File: src/rtl/mem_wb_stage.sv
// ---------------------------------------------------------------------------
// mem_wb_stage
//
// Purpose:
//   Pipeline stage directly downstream of the ALU. It accepts one executed op
//   per handshake and does one of the following:
//     - resolves set-on-condition ops from the ALU subtraction result into 0/1;
//     - performs a data-memory load or store over a req/ack handshake, with
//       misalignment detection and a timeout;
//     - passes every other result through.
//   The result is presented as a registered writeback entry (rd, data) that is
//   held under backpressure from the register file.
//
// Parameters:
//   MEM_TIMEOUT  cycles spent in MEM without mem_ack before the access is
//                aborted (1..255)
//   RD_W         destination register index width
//
// Ports:
//   clk, reset                 rising-edge clock; synchronous active-high reset
//   ex_valid / ex_ready        execute-stage handshake (accept = valid && ready)
//   ex_op                      ALU control code of the op
//   ex_result                  ALU result (address for load/store, value else)
//   ex_store_data              store data
//   ex_rd                      destination register
//   mem_req / mem_ack          data-memory handshake (ack is a 1-cycle pulse)
//   mem_we                     1 = store, 0 = load; valid while mem_req
//   mem_addr / mem_wdata       latched address / store data
//   mem_rdata                  load data, valid with mem_ack
//   mem_err                    1-cycle pulse on misaligned address or timeout
//   wb_valid / wb_ready        writeback handshake to the register file
//   wb_rd / wb_data            writeback register and data
// ---------------------------------------------------------------------------
module mem_wb_stage #(
    parameter int MEM_TIMEOUT = 255,
    parameter int RD_W        = 5
) (
    input  logic            clk,
    input  logic            reset,

    input  logic            ex_valid,
    output logic            ex_ready,
    input  logic [5:0]      ex_op,
    input  logic [31:0]     ex_result,
    input  logic [31:0]     ex_store_data,
    input  logic [RD_W-1:0] ex_rd,

    output logic            mem_req,
    output logic            mem_we,
    output logic [31:0]     mem_addr,
    output logic [31:0]     mem_wdata,
    input  logic            mem_ack,
    input  logic [31:0]     mem_rdata,
    output logic            mem_err,

    output logic            wb_valid,
    input  logic            wb_ready,
    output logic [RD_W-1:0] wb_rd,
    output logic [31:0]     wb_data
);

    // -----------------------------------------------------------------------
    // Op codes handled specially; everything else passes ex_result through.
    // -----------------------------------------------------------------------
    localparam logic [5:0] OP_NOP   = 6'd0;
    localparam logic [5:0] OP_STORE = 6'd3;
    localparam logic [5:0] OP_LOAD  = 6'd4;
    localparam logic [5:0] OP_SGE   = 6'd6;
    localparam logic [5:0] OP_SLE   = 6'd7;
    localparam logic [5:0] OP_SGT   = 6'd8;
    localparam logic [5:0] OP_SLT   = 6'd9;
    localparam logic [5:0] OP_SEQ   = 6'd10;
    localparam logic [5:0] OP_SNE   = 6'd11;

    localparam logic [7:0] TIMEOUT_C = 8'(MEM_TIMEOUT);

    typedef enum logic {
        IDLE = 1'b0,
        MEM  = 1'b1
    } state_t;

    // -----------------------------------------------------------------------
    // State
    // -----------------------------------------------------------------------
    state_t            state_q,     state_d;
    logic              mem_req_q,   mem_req_d;
    logic              mem_we_q,    mem_we_d;
    logic [31:0]       mem_addr_q,  mem_addr_d;
    logic [31:0]       mem_wdata_q, mem_wdata_d;
    logic              mem_err_q,   mem_err_d;
    logic [RD_W-1:0]   ld_rd_q,     ld_rd_d;
    logic [7:0]        cnt_q,       cnt_d;
    logic              wb_valid_q,  wb_valid_d;
    logic [RD_W-1:0]   wb_rd_q,     wb_rd_d;
    logic [31:0]       wb_data_q,   wb_data_d;

    logic              accept;
    logic              is_mem_op;
    logic              misaligned;
    logic [7:0]        cnt_inc;
    logic              timeout_hit;

    // -----------------------------------------------------------------------
    // Resolve the writeback value of a non-memory op. The set ops look only
    // at the sign (or zero-ness) of the ALU subtraction; overflow of that
    // subtraction is deliberately not corrected.
    // -----------------------------------------------------------------------
    function automatic logic [31:0] resolve_wb(input logic [5:0]  op,
                                               input logic [31:0] res);
        logic [31:0] val;
        val = res;
        case (op)
            OP_SGE, OP_SLE: val = {31'b0, ~res[31]};
            OP_SGT, OP_SLT: val = {31'b0,  res[31]};
            OP_SEQ:         val = {31'b0, (res == 32'd0)};
            OP_SNE:         val = {31'b0, (res != 32'd0)};
            default:        val = res;
        endcase
        return val;
    endfunction

    // -----------------------------------------------------------------------
    // Handshake decode
    // -----------------------------------------------------------------------
    // A new op may only enter when idle and the writeback slot is free (or
    // being drained this cycle). This also guarantees the slot is empty when
    // a load enters MEM, so its ack can always load the slot.
    assign ex_ready = !reset && (state_q == IDLE) && (!wb_valid_q || wb_ready);

    assign accept      = ex_valid && ex_ready;
    assign is_mem_op   = (ex_op == OP_STORE) || (ex_op == OP_LOAD);
    assign misaligned  = (ex_result[1:0] != 2'b00);
    assign cnt_inc     = cnt_q + 8'd1;
    assign timeout_hit = (cnt_inc == TIMEOUT_C);

    // -----------------------------------------------------------------------
    // Next-state logic
    // -----------------------------------------------------------------------
    always_comb begin
        // NOTE: every signal driven here gets a default first, so no path
        // through the case/if tree can leave one unassigned and infer a latch.
        state_d     = state_q;
        mem_req_d   = mem_req_q;
        mem_we_d    = mem_we_q;
        mem_addr_d  = mem_addr_q;
        mem_wdata_d = mem_wdata_q;
        mem_err_d   = 1'b0;
        ld_rd_d     = ld_rd_q;
        cnt_d       = cnt_q;
        wb_valid_d  = wb_valid_q;
        wb_rd_d     = wb_rd_q;
        wb_data_d   = wb_data_q;

        // Consume drains the slot; a same-cycle load below overrides this.
        if (wb_valid_q && wb_ready) begin
            wb_valid_d = 1'b0;
        end

        case (state_q)
            IDLE: begin
                if (accept) begin
                    if (is_mem_op) begin
                        if (misaligned) begin
                            // Reject without touching memory or writeback.
                            mem_err_d = 1'b1;
                        end else begin
                            mem_addr_d  = ex_result;
                            mem_wdata_d = ex_store_data;
                            ld_rd_d     = ex_rd;
                            mem_we_d    = (ex_op == OP_STORE);
                            mem_req_d   = 1'b1;
                            cnt_d       = 8'd0;
                            state_d     = MEM;
                        end
                    end else if (ex_op != OP_NOP) begin
                        wb_valid_d = 1'b1;
                        wb_rd_d    = ex_rd;
                        wb_data_d  = resolve_wb(ex_op, ex_result);
                    end
                end
            end

            MEM: begin
                // Ack is checked first so an ack on the timeout cycle wins.
                if (mem_ack) begin
                    mem_req_d = 1'b0;
                    mem_we_d  = 1'b0;
                    state_d   = IDLE;
                    if (!mem_we_q) begin
                        wb_valid_d = 1'b1;
                        wb_rd_d    = ld_rd_q;
                        wb_data_d  = mem_rdata;
                    end
                end else if (timeout_hit) begin
                    mem_req_d = 1'b0;
                    mem_we_d  = 1'b0;
                    mem_err_d = 1'b1;
                    cnt_d     = cnt_inc;
                    state_d   = IDLE;
                end else begin
                    cnt_d = cnt_inc;
                end
            end

            default: begin
                state_d = IDLE;
            end
        endcase
    end

    // -----------------------------------------------------------------------
    // State registers
    // -----------------------------------------------------------------------
    always_ff @(posedge clk) begin
        if (reset) begin
            // Every register is cleared: reset must abort an in-flight access
            // and drop a pending writeback entry, not just return to IDLE.
            state_q     <= IDLE;
            mem_req_q   <= 1'b0;
            mem_we_q    <= 1'b0;
            mem_addr_q  <= 32'd0;
            mem_wdata_q <= 32'd0;
            mem_err_q   <= 1'b0;
            ld_rd_q     <= '0;
            cnt_q       <= 8'd0;
            wb_valid_q  <= 1'b0;
            wb_rd_q     <= '0;
            wb_data_q   <= 32'd0;
        end else begin
            // NOTE: non-blocking assignments so every register samples the
            // pre-edge value of the others, independent of statement order.
            state_q     <= state_d;
            mem_req_q   <= mem_req_d;
            mem_we_q    <= mem_we_d;
            mem_addr_q  <= mem_addr_d;
            mem_wdata_q <= mem_wdata_d;
            mem_err_q   <= mem_err_d;
            ld_rd_q     <= ld_rd_d;
            cnt_q       <= cnt_d;
            wb_valid_q  <= wb_valid_d;
            wb_rd_q     <= wb_rd_d;
            wb_data_q   <= wb_data_d;
        end
    end

    // -----------------------------------------------------------------------
    // Outputs
    // -----------------------------------------------------------------------
    assign mem_req   = mem_req_q;
    assign mem_we    = mem_we_q;
    assign mem_addr  = mem_addr_q;
    assign mem_wdata = mem_wdata_q;
    assign mem_err   = mem_err_q;
    assign wb_valid  = wb_valid_q;
    assign wb_rd     = wb_rd_q;
    assign wb_data   = wb_data_q;

endmodule

File: config.mk
export PLATFORM = sky130hd
export DESIGN_NAME = mem_wb_stage
export DESIGN_NICKNAME = d
export VERILOG_FILES = /design/src/rtl/mem_wb_stage.sv
export SDC_FILE = /design/constraint.sdc
export NUM_CORES = 1
export LEC_CHECK = 0
export BUFFER_PORTS_ARGS = -buffer_cell sky130_fd_sc_hd__buf_2
export CAP_MARGIN = 20
export CORE_MARGIN = 5
export CORE_UTILIZATION = 51
export DETAILED_ROUTE_END_ITERATION = 16
export PLACE_DENSITY = 0.9
export SYNTH_ARGS = -nofsm -noshare
export SYNTH_HDL_FRONTEND = slang
export SYNTH_SLANG_ARGS = --single-unit
File: constraint.sdc
create_clock -name clk -period 4.15 [get_ports clk]
set_input_delay 1.0375 -clock clk [delete_from_list [all_inputs] [get_ports clk]]
set_output_delay 1.0375 -clock clk [all_outputs]
set_load 0.01 [all_outputs]
==> results by group, run 1 <==
Run status
  – Status: finished, final reports clean

Worst setup path
  – Critical Path, Cell by Cell: buf_2 -> or3_1 -> o21bai_4 -> or3_2 -> buf_4 -> nand2_1 -> a21oi_1
  – Arrival time worst endpoint: 3.15 ns
  – Buf+Inv Stages, Crit Path: 2
  – Crit start category: input pin
  – CP endpoint kind: flip-flop
  – WS Path Type: input pin to flip-flop
  – Worst EP required: 4.51 ns
  – Slowest cell on crit path: or3_2
  – Worst-path fanout max: 37
  – Max stage delay on crit path: 0.78 ns
  – CP top delay family: simple AND/OR/NAND/NOR gates

Synthesis
  – Ys async rst share: 0
  – Most frequent cell after synthesis: nand2_1
  – Synth unique cells: 46
  – Synth area leader: dfxtp_1
  – Mapped Avg Cell Area: 8.23 um2
  – Synth top area cells: dfxtp_1 49%, nand2_1 9.9%, a21oi_1 7.3%, a221oi_1 5.8%, nor2_1 3.7%
  – EDFF count, synth: 0
  – Synth Register Bits: 119
  – Synthesized instance count: 590
  – YS warnings: 0
  – Commonest cells in the netlist: 128 x nand2_1, 119 x dfxtp_1, 71 x a21oi_1
  – Synthesized area: 4850 um2
  – Post-Syn Nets: 704
  – Share of the synthesized area in the top cell type: 0.491
  – Most frequently used flop master after synthesis: dfxtp_1
  – Seq/Total Area, Yosys: 0.491

Finish
  – Post-route cell area: 6570 um2
  – Area of the multi-input gates: 2250 um2
  – Synth-to-Final Area Change: 35.3%
  – Net count, final: 903
  – Diode count: 0
  – # fillers: 766
  – Post-layout util: 0.711
  – Storage element area: 2380 um2
  – Layout cells sized above 1: 0.336

Global routing
  – M1 GR Usage: 0.311
  – GRT Util Overall: 0.281
  – First-pass GRT wire length: 25900 um
  – Gr ovfl total: 0
  – Met3 Track Usage GR: 0.0810
  – Met2 usage: 0.492
  – Maximum number of pins on one net before global-route repair: 123
  – Via count of the first global-routing pass: 5347
  – GR peak layer: met2
  – Initial antenna violation count: 0

Clocking
  – Num Clock Sinks: 119
  – Htree depth: 4
  – Post-CTS Setup Inserts: 0
  – Num CTS Buffers: 17
  – Worst skew pair latency: 0.50 ns
  – Root Buffer: clkbuf_8
  – TritonCTS clock tree: yes
  – Resized Gates After CTS: 0
  – Worst-path clk slew: 0.06 ns
  – CTS Hold Bufs: 0
  – Clock tree buffer depth: 2

STA
  – Final max-slew violation count: 0
  – Max-slew headroom: 0.334
  – RSZ-0062 raised after global routing: no
  – Setup Skew: 0.00918 ns
  – Final setup fails: 0
  – Hold Slack: 0.457 ns
  – Final hold violation count: 0
  – Max frequency: 0.358 GHz
  – Post-route setup TNS: 0 ns
  – Tmin final: 2.79 ns
  – Worst-Margin Slew: 0.998 ns
  – Tcrit/Tclk final: 0.673
  – Setup WS post-layout: 1.36 ns

Drt
  – First-pass detailed-route iteration total: 5
  – Vias: 5350
  – Routed WL: 16500 um
  – ANT nets after route: 0
  – DRC Markers: 0
  – Iter 0 DRT Violations: 481
  – Via density: 5.75
  – DR WL/cell: 17.8 um

Pwr
  – Clk pwr share: 0.497
  – Leak pwr: 2.78 nW
  – P_sw: 0.684 mW
  – Combinational Power Share: 0.081
  – Max IR drop VDD: 312 uV
  – Internal power: 2.12 mW
  – Flop pwr share: 0.423
  – Net Sw Frac: 0.244
  – Pwr Density: 427 nW/um2

Floorplanning
  – Row count: 35
  – Die X: 108 um
  – I/O pins: 218
  – Die height: 108 um
  – Initial Utilization: 0.525
  – Core outline area: 9240 um2
  – Die area: 11600 um2

Place
  – Hpwl dp: 11800 um
  – IO Port Bufs: 217
  – Pre-CTS setup slack: 0.818 ns
  – GPL Wtd Cong: 0.858
  – Placed Instance Area: 5980 um2

Run
  – MaxCap Viol Count: 0

Worst hold path
  – Class of the worst hold path: flip-flop to flip-flop
## layout by cell type (no fill, tap or decap), types with 7 or more instances in the layout
cell       netlist  layout
nor4_1           8       8
a21oi_1         71      71
a211oi_1         7       7
nor2_1          48      47
a221oi_1        32      32
dfxtp_1        119     118
buf_4            1      10
nand2_1        128     128
nor3_1          33      33
clkbuf_16        0      16
nand3_1         19      19
buf_2           19     216
## state kept, by name (all words and copies together), names as in the netlist
| signal | flops |
|---|---|
| cnt_q | 8 |
| mem_wdata | 32 |
| wb_rd | 5 |
| wb_valid | 1 |
| mem_we | 1 |
| wb_data | 32 |
| mem_err | 1 |
| ld_rd_q | 5 |
| state_q | 1 |
| mem_addr | 32 |
| mem_req | 1 |
## metal layers
metal,routed length [um],share of wire
met5,0,0
met4,503,0.030
met3,1690,0.10
met2,8140,0.49
met1,6220,0.38
## area by class of cell
class	count	area share
Timing Repair Buffer	227	0.180
Tap cell	129	0.0246
Clock buffer	17	0.0630
Multi-Input combinational cell	418	0.343
Sequential cell	119	0.363
Clock inverter	14	0.0230
Inverter	6	0.00343
## through the flow
step	power, mW	cells
final	2.80	930
after global routing	2.90	930
after CTS	2.81	929
after detailed placement	1.43	898
after global placement	1.42	898
after floorplan	1.31	590
## final timing paths
path                    to    startpoint  cells after the start  slack (ns)
max          mem_wdata[17]      ex_op[3]                      7        1.36
min           mem_addr[14]  mem_addr[14]                      2        0.46
max reg2reg  mem_wdata[17]       state_q                      6        1.58
min reg2reg   mem_addr[14]  mem_addr[14]                      2        0.46
## worst min-delay path, stage by stage (launching register included)
cell	delay [ns]
dfxtp_1	0.31
nand2_1	0.05
a21oi_1	0.05
## cell families (layout without fill, tap and decap cells)
kind of cell,Yosys count,after routing,synth area share
xor+xnor,3,3,0.00541
simple gates,267,267,0.246
flops,119,119,0.491
fa+ha+maj,2,2,0.00516
mux,6,6,0.0124
compound gates,140,140,0.192
buf+inv,53,264,0.0482
## power by group through the flow
stage / clock, mW / combinational, mW / sequential, mW
final: 1.39 / 0.226 / 1.18
after global routing: 1.46 / 0.245 / 1.19
after CTS: 1.40 / 0.221 / 1.18
after detailed placement: 0 / 0.219 / 1.21
after global placement: 0 / 0.213 / 1.21
after floorplan: 0 / 0.0843 / 1.22
Power figures use the tool's default switching activity.
==> run 2, diff against run 1 <==
--- a/config.mk
+++ b/config.mk
@@ -8,9 +8,9 @@
 export BUFFER_PORTS_ARGS = -buffer_cell sky130_fd_sc_hd__buf_2
 export CAP_MARGIN = 20
 export CORE_MARGIN = 5
-export CORE_UTILIZATION = 51
+export CORE_UTILIZATION = 42
 export DETAILED_ROUTE_END_ITERATION = 16
-export PLACE_DENSITY = 0.9
+export PLACE_DENSITY = 0.79
 export SYNTH_ARGS = -nofsm -noshare
 export SYNTH_HDL_FRONTEND = slang
 export SYNTH_SLANG_ARGS = --single-unit
==> constraint.sdc (replaced) <==
create_clock -name clk -period 2.4 [get_ports clk]
set_input_delay 0.6 -clock clk [delete_from_list [all_inputs] [get_ports clk]]
set_output_delay 0.6 -clock clk [all_outputs]
set_load 0.01 [all_outputs]
==> results by group, run 2 (synthesis gave the netlist of run 1 again) <==
Run status
  – Status: finished, final reports clean (unchanged)

Place
  – GPL Wtd Cong: 0.804 (was 0.858)
  – Pre-CTS setup slack: -0.0821 ns (was 0.818 ns)
  – IO Port Bufs: 217 (unchanged)
  – Hpwl dp: 11000 um (was 11800 um)

Drt
  – DR WL/cell: 16.3 um (was 17.8 um)
  – First-pass detailed-route iteration total: 5 (unchanged)
  – DRC Markers: 0 (unchanged)
  – Via density: 5.36 (was 5.75)
  – ANT nets after route: 0 (unchanged)
  – Vias: 5130 (was 5350)
  – Routed WL: 15600 um (was 16500 um)
  – Iter 0 DRT Violations: 452 (was 481)

STA
  – Final hold violation count: 0 (unchanged)
  – Setup WS post-layout: 0.363 ns (was 1.36 ns)
  – Max frequency: 0.491 GHz
  – Setup Skew: 0.00637 ns (was 0.00918 ns)
  – Max-slew headroom: 0.593 (was 0.334)
  – Tcrit/Tclk final: 0.849
  – RSZ-0062 raised after global routing: no (unchanged)
  – Worst-Margin Slew: 0.610 ns (was 0.998 ns)
  – Tmin final: 2.04 ns
  – Final max-slew violation count: 0 (unchanged)
  – Final setup fails: 0 (unchanged)

Clocking
  – Worst-path clk slew: 0.06 ns (about the same)
  – CTS Hold Bufs: 0 (unchanged)
  – Resized Gates After CTS: 0 (unchanged)
  – Htree depth: 4 (unchanged)
  – Post-CTS Setup Inserts: 0 (unchanged)
  – Clock tree buffer depth: 2 (unchanged)
  – TritonCTS clock tree: yes (unchanged)
  – Num CTS Buffers: 17 (unchanged)
  – Worst skew pair latency: 0.40 ns (was 0.50 ns)
  – Num Clock Sinks: 119 (unchanged)
  – Root Buffer: clkbuf_16 (was clkbuf_8)

Global routing
  – Maximum number of pins on one net before global-route repair: 123 (unchanged)
  – Initial antenna violation count: 0 (unchanged)
  – GRT Util Overall: 0.225 (was 0.281)
  – Gr ovfl total: 0 (unchanged)
  – First-pass GRT wire length: 25800 um (was 25900 um)
  – Via count of the first global-routing pass: 4968 (was 5347)

Worst setup path
  – Slowest cell on crit path: or3_2 (unchanged)
  – Critical Path, Cell by Cell: buf_2 -> or3_1 -> o21bai_4 -> or3_2 -> buf_4 -> nand2_1 -> a21oi_1 (unchanged)
  – WS Path Type: input pin to flip-flop (unchanged)
  – Worst EP required: 2.65 ns (was 4.51 ns)
  – Worst reg2reg path depth: 6 (unchanged)
  – CP top delay family: simple AND/OR/NAND/NOR gates (unchanged)
  – Crit start category: input pin (unchanged)
  – Buf+Inv Stages, Crit Path: 2 (unchanged)
  – Worst reg-to-reg setup slack: 0.63 ns (was 1.58 ns)
  – Worst-path fanout max: 21 (was 37)
  – Critical path depth: 7 (unchanged)
  – Max stage delay on crit path: 0.56 ns (was 0.78 ns)
  – Arrival time worst endpoint: 2.29 ns (was 3.15 ns)
  – CP endpoint kind: flip-flop (unchanged)

Floorplanning
  – Row count: 39 (was 35)
  – Die X: 117 um (was 108 um)
  – Core outline area: 11400 um2 (was 9240 um2)
  – I/O pins: 218 (unchanged)
  – Die area: 13800 um2 (was 11600 um2)
  – Die height: 117 um (was 108 um)
  – Initial Utilization: 0.427 (was 0.525)

Finish
  – Synth-to-Final Area Change: 38.6% (was 35.3%)
  – Net count, final: 915 (was 903)
  – Post-layout util: 0.592 (was 0.711)
  – # fillers: 1039 (was 766)
  – Layout cells sized above 1: 0.346 (was 0.336)
  – Diode count: 0 (unchanged)
  – Commonest non-fill, non-tap cell in the layout: buf_2 (unchanged)
  – Commonest cells after routing, fill and taps aside: 216 x buf_2, 128 x nand2_1, 118 x dfxtp_1, 71 x a21oi_1, 47 x nor2_1 (unchanged)

Pwr
  – Pwr Density: 727 nW/um2 (was 427 nW/um2)
  – Leak pwr: 2.85 nW (was 2.78 nW)
  – Max IR drop VDD: 556 uV (was 312 uV)

Worst hold path
  – Hold depth: 3 (was 2)
  – Class of the worst hold path: input pin to flip-flop (was flip-flop to flip-flop)

Run
  – MaxCap Viol Count: 0 (unchanged)
## run 2: cell types whose count changed in the layout (fill, tap and decap cells not counted)
| cell | change |
|---|---|
| buf_12 | +4 |
| buf_16 | -1 |
| buf_4 | +9 |
| bufinv_16 | -1 |
| clkbuf_16 | +1 |
| clkbuf_8 | +2 |
| clkinv_2 | -3 |
| clkinv_4 | -3 |
| clkinvlp_4 | +4 |
| inv_6 | +1 |
## run 2: report_power, final
| group | internal (mW) | switching [mW] |
|---|---|---|
| clock network | 1.52 | 0.929 |
| registers | 2.02 | 0.0231 |
| logic | 0.171 | 0.224 |
| total | 3.71 | 1.18 |
## run 2: layout make-up
cell class / instances / area [um2] / area share
Sequential cell: 119 / 2380 / 0.354
Multi-Input combinational cell: 418 / 2250 / 0.335
Timing Repair Buffer: 239 / 1300 / 0.194
Clock buffer: 20 / 467 / 0.0694
Tap cell: 143 / 179 / 0.0266
Clock inverter: 12 / 119 / 0.0177
Inverter: 6 / 22.5 / 0.00335
## run 2: path summary, 6_finish.rpt
path                startpoint            end
max                   ex_op[3]   mem_addr[18]
min          ex_store_data[17]  mem_wdata[17]
max reg2reg            state_q   mem_addr[18]
min reg2reg       mem_wdata[4]   mem_wdata[4]
## run 2: metal layers
layer  wire length [um]  vias up  global-route usage
met2               7640      213               0.370
met4                197        0              0.0659
met5                  0        -                   0
met3               1430       15              0.0865
met1               6370     2386               0.274
li1                   -     2516                   -
## run 2: through the flow
stage                     instance area (um2)  instances  total power [mW]  setup TNS, ns  hold WS (ns)
after floorplan                          4850        590              2.26              0         0.436
after global placement                   6140        925              2.48        -0.0534         0.435
after detailed placement                 6140        925              2.48         -0.449         0.443
after CTS                                6730        957              4.94              0         0.417
after global routing                     6730        957              5.08              0         0.421
final                                    6730        957              4.89              0         0.434
## run 2: tightest hold or removal path: stages
cell and delay [ns]:
buf_2 0.09, nand2_1 0.04, a21oi_1 0.05
==> run 3, diff against run 2 <==
--- a/config.mk
+++ b/config.mk
@@ -8,9 +8,9 @@
 export BUFFER_PORTS_ARGS = -buffer_cell sky130_fd_sc_hd__buf_2
 export CAP_MARGIN = 20
 export CORE_MARGIN = 5
-export CORE_UTILIZATION = 42
+export CORE_UTILIZATION = 47
 export DETAILED_ROUTE_END_ITERATION = 16
-export PLACE_DENSITY = 0.79
+export PLACE_DENSITY = 0.84
 export SYNTH_ARGS = -nofsm -noshare
 export SYNTH_HDL_FRONTEND = slang
 export SYNTH_SLANG_ARGS = --single-unit
==> constraint.sdc (replaced) <==
create_clock -name clk -period 2.05 [get_ports clk]
set_input_delay 0.5125 -clock clk [delete_from_list [all_inputs] [get_ports clk]]
set_output_delay 0.5125 -clock clk [all_outputs]
set_load 0.01 [all_outputs]
==> results by group, run 3 (synthesis gave the netlist of run 1 again) <==
Worst setup path
  – Critical Path, Cell by Cell: nand3_1 -> or3_1 -> a211oi_1 -> and3_1 -> o21ai_0 (was buf_2 -> or3_1 -> o21bai_4 -> or3_2 -> buf_4 -> nand2_1 -> a21oi_1)
  – Worst reg2reg path depth: 5 (was 6)
  – Critical Path Start: cnt_q[1] (was ex_op[3])
  – Max stage delay on crit path: 0.45 ns (was 0.56 ns)
  – R2R Path Start: cnt_q[1] (was state_q)
  – Slowest cell on crit path: dfxtp_1 (was or3_2)
  – CP endpoint kind: flip-flop (unchanged)
  – R2r endpoint: state_q (was mem_addr[18])
  – CP endpoint: state_q (was mem_addr[18])
  – Crit start category: flip-flop (was input pin)
  – Worst reg-to-reg setup slack: 0.19 ns (was 0.63 ns)
  – Worst EP required: 2.43 ns (was 2.65 ns)
  – Worst-path fanout max: 6 (was 21)
  – Arrival time worst endpoint: 2.24 ns (was 2.29 ns)
  – WS Path Type: flip-flop to flip-flop (was input pin to flip-flop)

STA
  – Setup WS post-layout: 0.191 ns (was 0.363 ns)
  – Tmin final: 1.86 ns
  – Final setup fails: 0 (unchanged)
  – RSZ-0062 raised after global routing: no (unchanged)
  – Final max-slew violation count: 0 (unchanged)
  – Max-slew headroom: 0.544 (was 0.593)
  – Hold Slack: 0.232 ns (was 0.434 ns)
  – Tcrit/Tclk final: 0.907
  – Max frequency: 0.538 GHz
  – Post-route setup TNS: 0 ns (unchanged)
  – Setup Skew: 0.00739 ns (was 0.00637 ns)
  – Worst-Margin Slew: 0.684 ns (was 0.610 ns)
  – Final hold violation count: 0 (unchanged)

Clocking
  – Num CTS Buffers: 17 (unchanged)
  – Worst-path clk slew: 0.06 ns (about the same)
  – Worst skew pair latency: 0.52 ns (was 0.40 ns)
  – TritonCTS clock tree: yes (unchanged)
  – Clock tree buffer depth: 2 (unchanged)
  – Num Clock Sinks: 119 (unchanged)
  – CTS Hold Bufs: 0 (unchanged)
  – Root Buffer: clkbuf_8 (was clkbuf_16)
  – Htree depth: 4 (unchanged)
  – Resized Gates After CTS: 0 (unchanged)
  – Post-CTS Setup Inserts: 0 (unchanged)

Finish
  – Post-route cell area: 7030 um2 (was 6730 um2)
  – Synth-to-Final Area Change: 44.8% (was 38.6%)
  – Commonest cells after routing, fill and taps aside: 216 x buf_2, 128 x nand2_1, 118 x dfxtp_1, 71 x a21oi_1, 55 x buf_4 (was 216 x buf_2, 128 x nand2_1, 118 x dfxtp_1, 71 x a21oi_1, 47 x nor2_1)
  – Commonest non-fill, non-tap cell in the layout: buf_2 (unchanged)
  – Net count, final: 954 (was 915)
  – Post-layout util: 0.690 (was 0.592)
  – Layout cells sized above 1: 0.372 (was 0.346)
  – Final cell count without fillers: 989 (was 957)
  – Diode count: 0 (unchanged)

Place
  – Dpl cells: 957 (was 925)
  – Placed Instance Area: 6460 um2 (was 6140 um2)
  – GPL Wtd Cong: 0.933 (was 0.804)
  – Pre-CTS setup slack: -0.319 ns (was -0.0821 ns)
  – IO Port Bufs: 217 (unchanged)
  – Hpwl dp: 12400 um (was 11000 um)

Drt
  – Vias: 5547 (was 5130)
  – DR WL/cell: 17.4 um (was 16.3 um)
  – Via density: 5.61 (was 5.36)
  – Iter 0 DRT Violations: 744 (was 452)
  – ANT nets after route: 0 (unchanged)
  – Routed WL: 17200 um (was 15600 um)
  – DRC Markers: 0 (unchanged)
  – First-pass detailed-route iteration total: 8 (was 5)

Global routing
  – M1 GR Usage: 0.301 (was 0.274)
  – Maximum number of pins on one net before global-route repair: 66 (was 123)
  – Met2 usage: 0.455 (was 0.370)
  – Gr ovfl total: 0 (unchanged)
  – GRT Util Overall: 0.267 (was 0.225)
  – Met3 Track Usage GR: 0.0837 (was 0.0865)
  – Via count of the first global-routing pass: 5670 (was 4968)
  – GR peak layer: met2 (unchanged)
  – Initial antenna violation count: 0 (unchanged)
  – First-pass GRT wire length: 27200 um (was 25800 um)

Pwr
  – Max IR drop VDD: 496 uV (was 556 uV)
  – Leak pwr: 3.05 nW (was 2.85 nW)
  – Tot Pwr: 5.77 mW (was 4.89 mW)
  – Pwr Density: 821 nW/um2 (was 727 nW/um2)

Floorplanning
  – Die X: 112 um (was 117 um)
  – Die height: 112 um (was 117 um)
  – I/O pins: 218 (unchanged)
  – Row count: 37 (was 39)
  – Core outline area: 10200 um2 (was 11400 um2)
  – Initial Utilization: 0.477 (was 0.427)
  – Die area: 12500 um2 (was 13800 um2)

Run
  – MaxCap Viol Count: 0 (unchanged)

Worst hold path
  – Class of the worst hold path: input pin to flip-flop (unchanged)

Run status
  – Status: finished, final reports clean (unchanged)
-- run 3: changes by cell type in the layout (fill, tap and decap cells not counted), sizes merged --
cell and change:
clkbuf +2, buf +39, clkinvlp -4, inv -3, bufinv +1, clkinv +4
-- run 3: worst min path at each step --
stage,from,end,depth (start not counted)
after floorplan,ld_rd_q[0],ld_rd_q[0],2
after global placement,mem_addr[29],mem_addr[29],2
after detailed placement,mem_wdata[14],mem_wdata[14],2
after CTS,ex_store_data[14],mem_wdata[14],3
after global routing,ex_store_data[20],mem_wdata[20],3
final,ex_store_data[14],mem_wdata[14],3
-- run 3: layer usage --
metal | up-vias | wire, um
met5 | - | 0
met4 | 0 | 599
met3 | 52 | 1550
met2 | 318 | 8390
met1 | 2586 | 6630
li1 | 2591 | -
-- run 3: critical path: cells and delay by family (launching register included) --
kind,cells,cell delay [ns]
AOI/OAI and AO/OA,2,0.38
DFF,1,0.45
and+or+nand+nor,3,0.90
-- run 3: area by class of cell --
| type | instances | area [um2] |
|---|---|---|
| fillers | 819 | 3160 |
| flip-flops and latches | 119 | 2380 |
| multi-input cells | 418 | 2250 |
| repair buffers | 278 | 1630 |
| clock buffers | 22 | 443 |
| well taps | 136 | 170 |
| clock inverters | 10 | 124 |
| inverters | 6 | 22.5 |
-- run 3: power by group --
| part | total, mW | internal [mW] | switching, mW |
|---|---|---|---|
| sequential | 2.40 | 2.37 | 0.0304 |
| clock | 2.84 | 1.77 | 1.07 |
| combinational | 0.531 | 0.249 | 0.282 |
